==> src/rtl/const_table_if.sv <==
// Lookup/write bus of the constant table: requests and table writes in,
// registered lookup results and the initialisation status out.
interface const_table_if #(
  parameter int DW = 8,
  parameter int PW = 5
);
  logic          req_valid;
  logic [PW-1:0] ptr;
  logic          wr_en;
  logic [PW-2:0] wr_addr;
  logic [DW-1:0] wr_data;
  logic          rsp_valid;
  logic [DW-1:0] constant;
  logic          const_flag;
  logic          init_busy;

  modport master (
    output req_valid, ptr, wr_en, wr_addr, wr_data,
    input  rsp_valid, constant, const_flag, init_busy
  );

  modport slave (
    input  req_valid, ptr, wr_en, wr_addr, wr_data,
    output rsp_valid, constant, const_flag, init_busy
  );
endinterface

==> src/rtl/const_table.sv <==
// Operand constant table: loads default constants after reset, then resolves
// operand pointers to either a table constant or a zero-extended register number.
module const_table #(
  parameter int DW = 8,
  parameter int PW = 5
) (
  input logic         Clk,
  input logic         Reset,
  const_table_if.slave bus
);
  localparam int AW    = PW - 1;
  localparam int DEPTH = 1 << AW;

  typedef enum logic {INIT, READY} state_t;

  state_t          state_q, state_d;
  logic [AW-1:0]   idx_q, idx_d;
  logic [DW-1:0]   table_mem [DEPTH];
  logic            tbl_we;
  logic [AW-1:0]   tbl_waddr;
  logic [DW-1:0]   tbl_wdata;
  logic [AW-1:0]   sel;
  logic            rsp_valid_q, rsp_valid_d;
  logic [DW-1:0]   constant_q, constant_d;
  logic            const_flag_q, const_flag_d;

  function automatic logic [DW-1:0] default_entry(input logic [AW-1:0] i);
    logic [7:0] v;
    case (int'(i))
      0:  v = 8'd127;
      1:  v = 8'd1;
      2:  v = 8'd2;
      3:  v = 8'd128;
      4:  v = 8'd8;
      5:  v = 8'd3;
      6:  v = 8'd4;
      7:  v = 8'd5;
      8:  v = 8'd32;
      9:  v = 8'd6;
      10: v = 8'd15;
      11: v = 8'd64;
      12: v = 8'd7;
      13: v = 8'd255;
      14: v = 8'd19;
      15: v = 8'd20;
      default: v = 8'd0;
    endcase
    return DW'(v);
  endfunction

  assign sel = bus.ptr[AW-1:0];

  // The single table write port is shared: the default loader owns it in INIT,
  // the user write strobe owns it in READY. A same-entry write bypasses to the lookup.
  always_comb begin
    state_d      = state_q;
    idx_d        = idx_q;
    tbl_we       = 1'b0;
    tbl_waddr    = bus.wr_addr;
    tbl_wdata    = bus.wr_data;
    rsp_valid_d  = 1'b0;
    constant_d   = constant_q;
    const_flag_d = const_flag_q;
    case (state_q)
      INIT: begin
        tbl_we    = 1'b1;
        tbl_waddr = idx_q;
        tbl_wdata = default_entry(idx_q);
        idx_d     = idx_q + 1'b1;
        if (idx_q == AW'(DEPTH - 1)) state_d = READY;
      end
      READY: begin
        tbl_we = bus.wr_en;
        if (bus.req_valid) begin
          rsp_valid_d = 1'b1;
          if (bus.ptr[PW-1]) begin
            const_flag_d = 1'b1;
            constant_d   = (bus.wr_en && (bus.wr_addr == sel)) ? bus.wr_data
                                                               : table_mem[sel];
          end else begin
            const_flag_d = 1'b0;
            constant_d   = DW'(sel);
          end
        end
      end
      default: state_d = INIT;
    endcase
  end

  always_ff @(posedge Clk) begin
    if (Reset) begin
      state_q      <= INIT;
      idx_q        <= '0;
      rsp_valid_q  <= 1'b0;
      constant_q   <= '0;
      const_flag_q <= 1'b0;
    end else begin
      state_q      <= state_d;
      idx_q        <= idx_d;
      rsp_valid_q  <= rsp_valid_d;
      constant_q   <= constant_d;
      const_flag_q <= const_flag_d;
    end
  end

  // Table contents need no reset; a full INIT pass rewrites every entry.
  always_ff @(posedge Clk) begin
    if (!Reset && tbl_we) table_mem[tbl_waddr] <= tbl_wdata;
  end

  assign bus.rsp_valid  = rsp_valid_q;
  assign bus.constant   = constant_q;
  assign bus.const_flag = const_flag_q;
  assign bus.init_busy  = (state_q == INIT);
endmodule

==> src/flat_wrapper.sv <==
// flat-port wrapper written by rule: the top's interface ports become plain ports
module const_table_flat 
#(
  parameter int DW = 8,
  parameter int PW = 5
)
  (Clk, Reset, bus_req_valid, bus_ptr, bus_wr_en, bus_wr_addr, bus_wr_data, bus_rsp_valid, bus_constant, bus_const_flag, bus_init_busy);
  const_table_if #(.DW(DW), .PW(PW)) bus_i ();
  input logic Clk;
  input logic Reset;
  input wire logic [$bits(bus_i.req_valid)-1:0] bus_req_valid;
  input wire logic [$bits(bus_i.ptr)-1:0] bus_ptr;
  input wire logic [$bits(bus_i.wr_en)-1:0] bus_wr_en;
  input wire logic [$bits(bus_i.wr_addr)-1:0] bus_wr_addr;
  input wire logic [$bits(bus_i.wr_data)-1:0] bus_wr_data;
  output wire logic [$bits(bus_i.rsp_valid)-1:0] bus_rsp_valid;
  output wire logic [$bits(bus_i.constant)-1:0] bus_constant;
  output wire logic [$bits(bus_i.const_flag)-1:0] bus_const_flag;
  output wire logic [$bits(bus_i.init_busy)-1:0] bus_init_busy;
  assign bus_i.req_valid = bus_req_valid;
  assign bus_i.ptr = bus_ptr;
  assign bus_i.wr_en = bus_wr_en;
  assign bus_i.wr_addr = bus_wr_addr;
  assign bus_i.wr_data = bus_wr_data;
  assign bus_rsp_valid = bus_i.rsp_valid;
  assign bus_constant = bus_i.constant;
  assign bus_const_flag = bus_i.const_flag;
  assign bus_init_busy = bus_i.init_busy;
  const_table #(.DW(DW), .PW(PW)) u_core (.Clk(Clk), .Reset(Reset), .bus(bus_i));
endmodule
==> config.mk <==
export PLATFORM = sky130hd
export DESIGN_NAME = const_table_flat
export DESIGN_NICKNAME = d
export VERILOG_FILES = /design/src/rtl/const_table_if.sv /design/src/rtl/const_table.sv /design/src/flat_wrapper.sv
export SDC_FILE = /design/constraint.sdc
export NUM_CORES = 1
export LEC_CHECK = 0
export BUFFER_PORTS_ARGS = -buffer_cell sky130_fd_sc_hd__buf_2
export CAP_MARGIN = 10
export CELL_PAD_IN_SITES_DETAIL_PLACEMENT = 1
export CELL_PAD_IN_SITES_GLOBAL_PLACEMENT = 1
export CORE_ASPECT_RATIO = 0.5
export CORE_MARGIN = 2
export CORE_UTILIZATION = 56
export DETAILED_ROUTE_END_ITERATION = 8
export PLACE_DENSITY = 0.89
export REMOVE_ABC_BUFFERS = 1
export SETUP_SLACK_MARGIN = 0.3
export SYNTH_ARGS = -nofsm -noshare
export SYNTH_HDL_FRONTEND = slang
export SYNTH_SLANG_ARGS = --single-unit
==> constraint.sdc <==
create_clock -name Clk -period 4.7 [get_ports Clk]
set_input_delay 0.235 -clock Clk [delete_from_list [all_inputs] [get_ports Clk]]
set_output_delay 0.235 -clock Clk [all_outputs]
set_load 0.05 [all_outputs]
==> flow_summary.ini, run 1 <==
[status]
status = finished clean

[power_and_ir_drop]
seqPwrFrac = 0.468
ir_drop_mv = 0.323
p_sw_frac = 0.225
combPwrFrac = 0.076
p_int_w = 0.00254
switchingPower_w = 0.000738
total_leakage_power_nw = 2.43
p_clk_frac = 0.456
cellPowerDensity_nw_per_um2 = 453

[floorplanning]
dieWidth_um = 155
die_area_um2 = 12400
rows = 27
coreArea_um2 = 11100
ios = 32
dieHeight_um = 79.6
initial_core_util = 0.578

[logic_synthesis]
yosysUniqueCellTypes = 51
syn_area_per_cell_um2 = 16.2
dominantRegCellSynth = edfxtp_1
ys_warn_count = 0
synth-edff-count = 128
netlist_area_um2 = 6410
async_reset_ff_frac = 0
netlist_instances = 395
ys_seq_elements = 151
synth-seq-area-share = 0.672

[drt]
wl_met2_mm = 8.98
post-route-drc-count = 0
num_vias = 4074
antenna_left = 0
routed_wl_mm = 18.7
drt_iter0_markers = 494
dr_wl_met3_mm = 1.98
vias_per_cell = 7.02
dr.pass1.iters = 5
wire_per_inst_um = 32.3
met1_length_mm = 7.18
top_layer_used = met4

[layout]
area_growth_pct = 12.9
finalInstanceArea_um2 = 7240
n_antenna_cell = 0
fin_nets = 451
drive_above_1_share = 0.228

[clock_tree]
cts-resized-gates = 0
numCtsBuffers = 17
holdBufCountCts = 0
clk_pin_slew_ps = 60
htreeDepth = 4
post_cts_buffers = 0
cts_root_buffer = clkbuf_16
cts_num_sinks = 151
insertion_delay_ps = 420
cts_tree = done
clk_path_buf_depth = 2

[grt]
grt_use_total = 0.322
grt_pass1_wl_mm = 27.3
grt_pass1_vias = 4083
overflow = 0
antenna_found_initial = 0
grt_max_degree = 43

[placed_design]
place.gp.congestion = 0.947
place_area_um2 = 6600
place_hpwl_mm = 11.2
port_buffers = 31

[sta]
fin_skew_ps = 10.8
fmax_mhz = 331
period_share = 0.643
hold_viol_final = 0
tns_ps = 0
tightest_slew_ps = 1210
rsz0062_at_grt = false
finalCriticalPeriod_ps = 3020
setup_viol = 0
final-max-slew-violation-count = 0
slew_headroom = 0.191

[critical_path]
crit_type = flop to flop
worst_ep_arrival_time_ps = 3050
path_max_fanout = 25
critical_path.endpoint_type = flop
cp-start-kind = flop
crit_required_ps = 4730

[worst_hold_path]
hold_path.class = input pin to flop

[run]
maxCapViolations = 0
## worst max-delay path, stage by stage (launching register included)
cell and delay, ps:
dfxtp_1 920, inv_1 320, o32a_1 500, nor2_1 890
## layout make-up
class	instances	area (um2)
clock buffers	19	433
clock inverters	12	201
fillers	983	3840
inverters	6	22.5
multi-input cells	215	1930
flip-flops and latches	151	4300
well taps	145	181
repair buffers	32	163
## worst paths after layout
path	cells past startpoint	slack, ps	from	end
hold / removal	2	140	bus_wr_data[0]	u_core.bus.constant[0]
setup / recovery	3	1680	u_core.state_q	u_core.table_mem[12][5]
hold reg to reg	2	550	u_core.idx_q[3]	u_core.state_q
setup reg to reg	3	1680	u_core.state_q	u_core.table_mem[12][5]
## cells in the mapped netlist (all sizes together) (7+ instances only)
master / number / share of area
o21ai: 11 / 0.0086
buf: 14 / 0.018
mux2: 16 / 0.028
mux2i: 17 / 0.027
clkbuf: 9 / 0.0055
nor3: 9 / 0.0078
a31oi: 7 / 0.0068
mux4: 26 / 0.097
edfxtp: 128 / 0.60
dfxtp: 23 / 0.072
ha: 7 / 0.014
nand2: 20 / 0.012
nor2: 31 / 0.018
## per-stage QoR
step | worst slack, ps | total power (W) | hold WS [ps] | instances | util
6_report | 1680 | 0.00327 | 139 | 580 | 0.653
5_1_grt | 1580 | 0.00333 | 147 | 580 | 0.653
4_1_cts | 1760 | 0.00326 | 122 | 580 | 0.653
3_5_place_dp | 1840 | 0.00179 | 500 | 549 | 0.596
3_3_place_gp | 2060 | 0.00177 | 466 | 549 | 0.596
2_1_floorplan | 2300 | 0.00168 | 304 | 372 | -
## per-layer routing
| layer | up-vias | GRT usage |
|---|---|---|
| met5 | - | 0 |
| met4 | 0 | 0.125 |
| met3 | 56 | 0.0825 |
| met2 | 316 | 0.516 |
| met1 | 2084 | 0.430 |
| li1 | 1618 | - |
## cell families (layout without fill, tap and decap cells)
| kind of cell | count (synthesis) | count (layout) | share of synthesized area |
|---|---|---|---|
| flip-flops | 151 | 151 | 0.672 |
| AND/OR/NAND/NOR | 89 | 89 | 0.0670 |
| multiplexers | 59 | 59 | 0.151 |
| AO/OA/AOI/OAI | 53 | 53 | 0.0599 |
| buffers and inverters | 29 | 69 | 0.0268 |
| adder cells (fa/ha/maj) | 7 | 7 | 0.0137 |
| XOR/XNOR | 7 | 7 | 0.00957 |
## cells in the final DEF (no fill, tap or decap), types with 7 or more instances in the layout
cell,Yosys,layout
a31oi_1,7,7
buf_2,8,31
clkbuf_16,0,17
dfxtp_1,23,23
edfxtp_1,128,128
ha_1,7,7
mux2_2,16,16
mux2i_1,17,17
mux4_1,9,9
mux4_2,17,17
nand2_1,20,20
nor2_1,31,31
nor3_1,8,8
o21ai_0,11,11
## power by group through the flow
stage               Combinational [W]  Sequential (W)  Clock (W)
global placement             0.000212         0.00156          0
CTS                          0.000240         0.00153    0.00149
floorplan                    0.000127         0.00155          0
finish                       0.000248         0.00153    0.00149
global route                 0.000257         0.00153    0.00154
detailed placement           0.000231         0.00156          0
## flip-flops by register name, summed over array words and instances (netlist names), named ones only
register and cells:
u_core.bus.const_flag 1, u_core.bus.constant 8, u_core.bus.rsp_valid 1, u_core.idx_q 4, u_core.state_q 1, u_core.table_mem 128
Note: power is estimated with default switching activity, not from simulation.
==> run 2, diff against run 1 <==
--- a/config.mk
+++ b/config.mk
@@ -5,15 +5,16 @@
 export SDC_FILE = /design/constraint.sdc
 export NUM_CORES = 1
 export LEC_CHECK = 0
+export ABC_AREA = 1
 export BUFFER_PORTS_ARGS = -buffer_cell sky130_fd_sc_hd__buf_2
 export CAP_MARGIN = 10
 export CELL_PAD_IN_SITES_DETAIL_PLACEMENT = 1
 export CELL_PAD_IN_SITES_GLOBAL_PLACEMENT = 1
 export CORE_ASPECT_RATIO = 0.5
 export CORE_MARGIN = 2
-export CORE_UTILIZATION = 56
+export CORE_UTILIZATION = 43
 export DETAILED_ROUTE_END_ITERATION = 8
-export PLACE_DENSITY = 0.89
+export PLACE_DENSITY = 0.8
 export REMOVE_ABC_BUFFERS = 1
 export SETUP_SLACK_MARGIN = 0.3
 export SYNTH_ARGS = -nofsm -noshare
==> constraint.sdc (replaced) <==
create_clock -name Clk -period 2.6 [get_ports Clk]
set_input_delay 0.13 -clock Clk [delete_from_list [all_inputs] [get_ports Clk]]
set_output_delay 0.13 -clock Clk [all_outputs]
set_load 0.05 [all_outputs]
==> flow_summary.ini, run 2 <==
[drt]
num_vias = 5260
wire_per_inst_um = 21.0
dr.pass1.iters = 5
vias_per_cell = 5.42
post-route-drc-count = 0
antenna_left = 0
drt_iter0_markers = 510
routed_wl_mm = 20.4

[power_and_ir_drop]
ir_drop_mv = 0.525
cellPowerDensity_nw_per_um2 = 755
total_leakage_power_nw = 3.35

[layout]
largest_reg_flops = 128
drive_above_1_share = 0.123
fin_nets = 782
regMostFlops = u_core.table_mem
multi_input_area_um2 = 1980
layout_commonest_cell = nand2_1
area_growth_pct = 14.5
seqCellArea_um2 = 4300
final_cell_mix = nand2_1, edfxtp_1, nand3_1
fill_cells = 1718
n_antenna_cell = 0
post-route-util = 0.505

[critical_path]
path_buf_inv = 2
crit_chain = inv_2, or2_1, o21ai_0, inv_1, nor2_1, nand2_1, nor2_1
crit_type = flop to flop
slowest_delay_ps = 600
cp_common_cell = nor2_1
worst_path_max_delay_cell = nor2_1
worst_ep_arrival_time_ps = 2180
critical_path.endpoint_type = flop
path_max_fanout = 18
crit_required_ps = 2650
cp_top_family = simple AND/OR/NAND/NOR gates
cp-start-kind = flop

[placed_design]
place_hpwl_mm = 12.6
pre_cts_ws_ps = 505
place.gp.congestion = 0.839
port_buffers = 31

[clock_tree]
cts_tree = done
htreeDepth = 4
clk_pin_slew_ps = 60
insertion_delay_ps = 430
clk_path_buf_depth = 2
numCtsBuffers = 17
cts_num_sinks = 151
cts_root_buffer = clkbuf_16

[logic_synthesis]
ys_seq_elements = 151
dominantRegCellSynth = edfxtp_1
synth_top_area_share = 0.565
yosys-top-cells-area = edfxtp_1, nand2_1, nand3_1, dfxtp_1, inv_1
async_reset_ff_frac = 0
syn_area_per_cell_um2 = 9.51
yosys.cell_count.top_type = nand2_1
synth_commonest_cells = nand2_1, edfxtp_1, nand3_1
netlist_instances = 715
synth-edff-count = 128
synth-seq-area-share = 0.633
netlist_area_um2 = 6800
yosysUniqueCellTypes = 26
synth_top_area_cell = edfxtp_1
ys_warn_count = 0

[sta]
hold_viol_final = 0
fin_skew_ps = 7.14
tightest_slew_ps = 860
setup_ws_ps = 477
tns_ps = 0
finalCriticalPeriod_ps = 2120
rsz0062_at_grt = false
final-max-slew-violation-count = 0
period_share = 0.816
slew_headroom = 0.426
setup_viol = 0
fmax_mhz = 471

[worst_hold_path]
hold_path.class = input pin to flop

[floorplanning]
coreArea_um2 = 15400
dieHeight_um = 92.9
dieWidth_um = 182
ios = 32
rows = 32
die_area_um2 = 16900
initial_core_util = 0.441

[run]
maxCapViolations = 0

[grt]
grt_use_total = 0.253
overflow = 0
grt_pass1_vias = 5628
grt_pass1_wl_mm = 31.5
antenna_found_initial = 1
grt_max_degree = 67

[status]
status = finished clean
[run 2: cell count changes in the layout (fill, tap and decap cells not counted), moves of 5 or more]
cell,before,now
buf_4,1,18
nor2_1,31,46
nor3_1,8,1
mux4_1,9,0
a22oi_1,6,0
mux2i_1,17,0
nand2_1,20,252
a31oi_1,7,0
mux4_2,17,0
mux2_2,16,0
nand3b_1,6,1
inv_1,5,80
nand3_1,6,99
a21oi_1,4,11
[run 2: power breakdown]
group / internal [W] / switching [W] / total (W)
clock network: 0.00155 / 0.00105 / 0.00260
registers: 0.00275 / 0.0000174 / 0.00276
logic: 0.000111 / 0.000401 / 0.000512
[run 2: final cells by class]
cell class | instances | share of cell area
sequential | 151 | 0.553
multi-input combinational | 449 | 0.254
clock buffer | 19 | 0.0569
inverter | 85 | 0.0413
timing repair buffer | 50 | 0.0399
tap | 204 | 0.0328
clock inverter | 13 | 0.0217
[run 2: final timing paths]
| check | end | start | slack, ps | cells after the start |
|---|---|---|---|---|
| max | u_core.table_mem[0][7] | u_core.state_q | 480 | 7 |
| min | u_core.bus.rsp_valid | Reset | 40 | 2 |
| max reg2reg | u_core.table_mem[0][7] | u_core.state_q | 480 | 7 |
| min reg2reg | u_core.bus.constant[4] | u_core.bus.constant[4] | 470 | 2 |
[run 2: through the flow]
step | cells | total power [W] | hold slack (ps) | instance area (um2)
final | 971 | 0.00588 | 41.6 | 7780
after global routing | 971 | 0.00601 | 58.0 | 7780
after CTS | 971 | 0.00587 | 37.9 | 7780
after detailed placement | 939 | 0.00330 | 462 | 7170
after global placement | 939 | 0.00328 | 452 | 7170
after floorplan | 685 | 0.00306 | 199 | 6600
[run 2: per-layer routing]
| layer | global-route usage | up-vias | routed length [um] |
|---|---|---|---|
| met5 | 0 | - | 9 |
| met2 | 0.428 | 195 | 9850 |
| li1 | - | 2406 | - |
| met4 | 0.110 | 2 | 559 |
| met1 | 0.319 | 2609 | 8650 |
| met3 | 0.0507 | 48 | 1350 |
[run 2: cell families after synthesis]
family,after synthesis,share of synthesized area
buf+inv,115,0.0762
simple gates,406,0.248
flops,151,0.633
compound gates,35,0.0287
fa+ha+maj,7,0.0129
xor+xnor,1,0.00129
[run 2: worst register-to-register path: stages (launching register included)]
cell and delay [ps]:
dfxtp_1 340, inv_2 130, or2_1 230, o21ai_0 110
inv_1 110, nor2_1 100, nand2_1 140, nor2_1 600
[run 2: what timing repair did]
| action | 4_1_cts | 5_1_grt |
|---|---|---|
| gates resized for setup | 0 | 1 |
| hold buffers | 0 | 0 |
| setup buffers | 0 | 0 |
| endpoints found under the setup margin | 0 | 8 |
==> run 3, diff against run 2 <==
--- a/config.mk
+++ b/config.mk
@@ -12,9 +12,9 @@
 export CELL_PAD_IN_SITES_GLOBAL_PLACEMENT = 1
 export CORE_ASPECT_RATIO = 0.5
 export CORE_MARGIN = 2
-export CORE_UTILIZATION = 43
+export CORE_UTILIZATION = 48
 export DETAILED_ROUTE_END_ITERATION = 8
-export PLACE_DENSITY = 0.8
+export PLACE_DENSITY = 0.84
 export REMOVE_ABC_BUFFERS = 1
 export SETUP_SLACK_MARGIN = 0.3
 export SYNTH_ARGS = -nofsm -noshare
==> constraint.sdc (replaced) <==
create_clock -name Clk -period 2.1 [get_ports Clk]
set_input_delay 0.105 -clock Clk [delete_from_list [all_inputs] [get_ports Clk]]
set_output_delay 0.105 -clock Clk [all_outputs]
set_load 0.05 [all_outputs]
==> flow_summary.ini, run 3 (synthesis results as in run 2) <==
[worst_hold_path]
hold_path.class = input pin to flop
hold_start = Reset
hold_path_depth = 3
hold_end = u_core.bus.constant[4]

[sta]
finalCriticalPeriod_ps = 1920
tightest_slew_ps = 975
hold_viol_final = 0
fmax_mhz = 522
fin_skew_ps = 8.15
rsz0062_at_grt = true
period_share = 0.912
setup_viol = 0
setup_ws_ps = 184
final-max-slew-violation-count = 0
hold_ws_ps = 104
slew_headroom = 0.348

[layout]
layout_commonest_cell = nand2_1
fill_cells = 1515
n_antenna_cell = 0
area_growth_pct = 19.2
final_cell_mix = nand2_1, edfxtp_1, nand3_1
drive_above_1_share = 0.188
regMostFlops = u_core.table_mem
fin_nets = 811
largest_reg_flops = 128
final-instance-count-excl-fill = 988

[drt]
wire_per_inst_um = 25.7
routed_wl_mm = 25.4
dr.pass1.iters = 5
drt_iter0_markers = 797
post-route-drc-count = 0
antenna_left = 0
vias_per_cell = 6.03
num_vias = 5955

[critical_path]
startpoint = u_core.idx_q[0]
r2r_slack_ps = 180
worst_ep_arrival_time_ps = 2290
path_max_fanout = 4
r2r_start = u_core.idx_q[0]
crit_required_ps = 2470
critical_path.endpoint_type = flop
cp-start-kind = flop
reg2reg_depth = 9
crit_type = flop to flop

[clock_tree]
cts_root_buffer = clkbuf_16
clk_path_buf_depth = 2
holdBufCountCts = 0
cts_num_sinks = 151
cts_tree = done
numCtsBuffers = 17
insertion_delay_ps = 430
htreeDepth = 4
clk_pin_slew_ps = 70

[power_and_ir_drop]
total_leakage_power_nw = 3.50
cellPowerDensity_nw_per_um2 = 905
report.power.total_w = 0.00733
ir_drop_mv = 0.613

[grt]
grt_pass1_vias = 5904
grt_pass1_wl_mm = 35.6
grt_use_total = 0.330
overflow = 0
grt_max_degree = 67
antenna_found_initial = 0

[placed_design]
dp_cells = 944
place_hpwl_mm = 13.1
port_buffers = 31
pre_cts_ws_ps = 176
place.gp.congestion = 0.867

[floorplanning]
dieWidth_um = 172
dieHeight_um = 88.2
ios = 32
rows = 30
die_area_um2 = 15200
initial_core_util = 0.496
coreArea_um2 = 13700

[status]
status = finished clean

[run]
maxCapViolations = 0
## run 3: cell type report
type / count / area (um2) / share of cell area
sequential: 151 / 4310 / 0.532
multi-input combinational: 449 / 2090 / 0.258
timing repair buffer: 79 / 572 / 0.0706
clock buffer: 17 / 425 / 0.0525
inverter: 85 / 324 / 0.0400
tap: 192 / 240 / 0.0297
clock inverter: 15 / 141 / 0.0175
## run 3: repair_timing
action                     in CTS  in global routing
cloned                          0                  0
hold endpoints to repair        0                  0
resized for setup              19                 25
buffers inserted                3                  9
setup endpoints to repair     114                144
pin swaps                       4                  7
## run 3: through the flow
step / utilization / cell area [um2] / setup TNS, ps
2_1_floorplan: - / 6600 / -2330
3_3_place_gp: 0.532 / 7290 / 0
3_5_place_dp: 0.532 / 7290 / 0
4_1_cts: 0.580 / 7940 / 0
5_1_grt: 0.591 / 8100 / 0
6_report: 0.591 / 8100 / 0
## run 3: worst max-delay path by stage
stage	cells after the start	end
after detailed placement	5	u_core.table_mem[9][5]
after global routing	9	flop
final	9	flop
after global placement	5	u_core.table_mem[9][6]
after CTS	10	flop
after floorplan	7	u_core.table_mem[2][0]
## run 3: where the power goes
part,internal [W],leakage [nW],switching [W]
registers,0.00340,1.34,0.0000318
logic,0.000201,1.87,0.000598
clock network,0.00167,0.285,0.00143
total,0.00527,3.50,0.00206
## run 3: critical path, cell delays in order (launching register included)
cell     delay [ps]
dfxtp_4         370
ha_4            280
nor2_2           50
nor3_2          260
inv_1           120
ha_1            290
or2_1           230
o21ai_1         100
nand2_1          80
nand3_1          70
## run 3: metal layers
metal / global-route usage / vias to the layer above / routed length, um
met1: 0.427 / 2897 / 9920
met5: 0 / - / 0
met4: 0.156 / 0 / 1260
li1: - / 2463 / -
met3: 0.0831 / 128 / 2640
met2: 0.529 / 467 / 11600
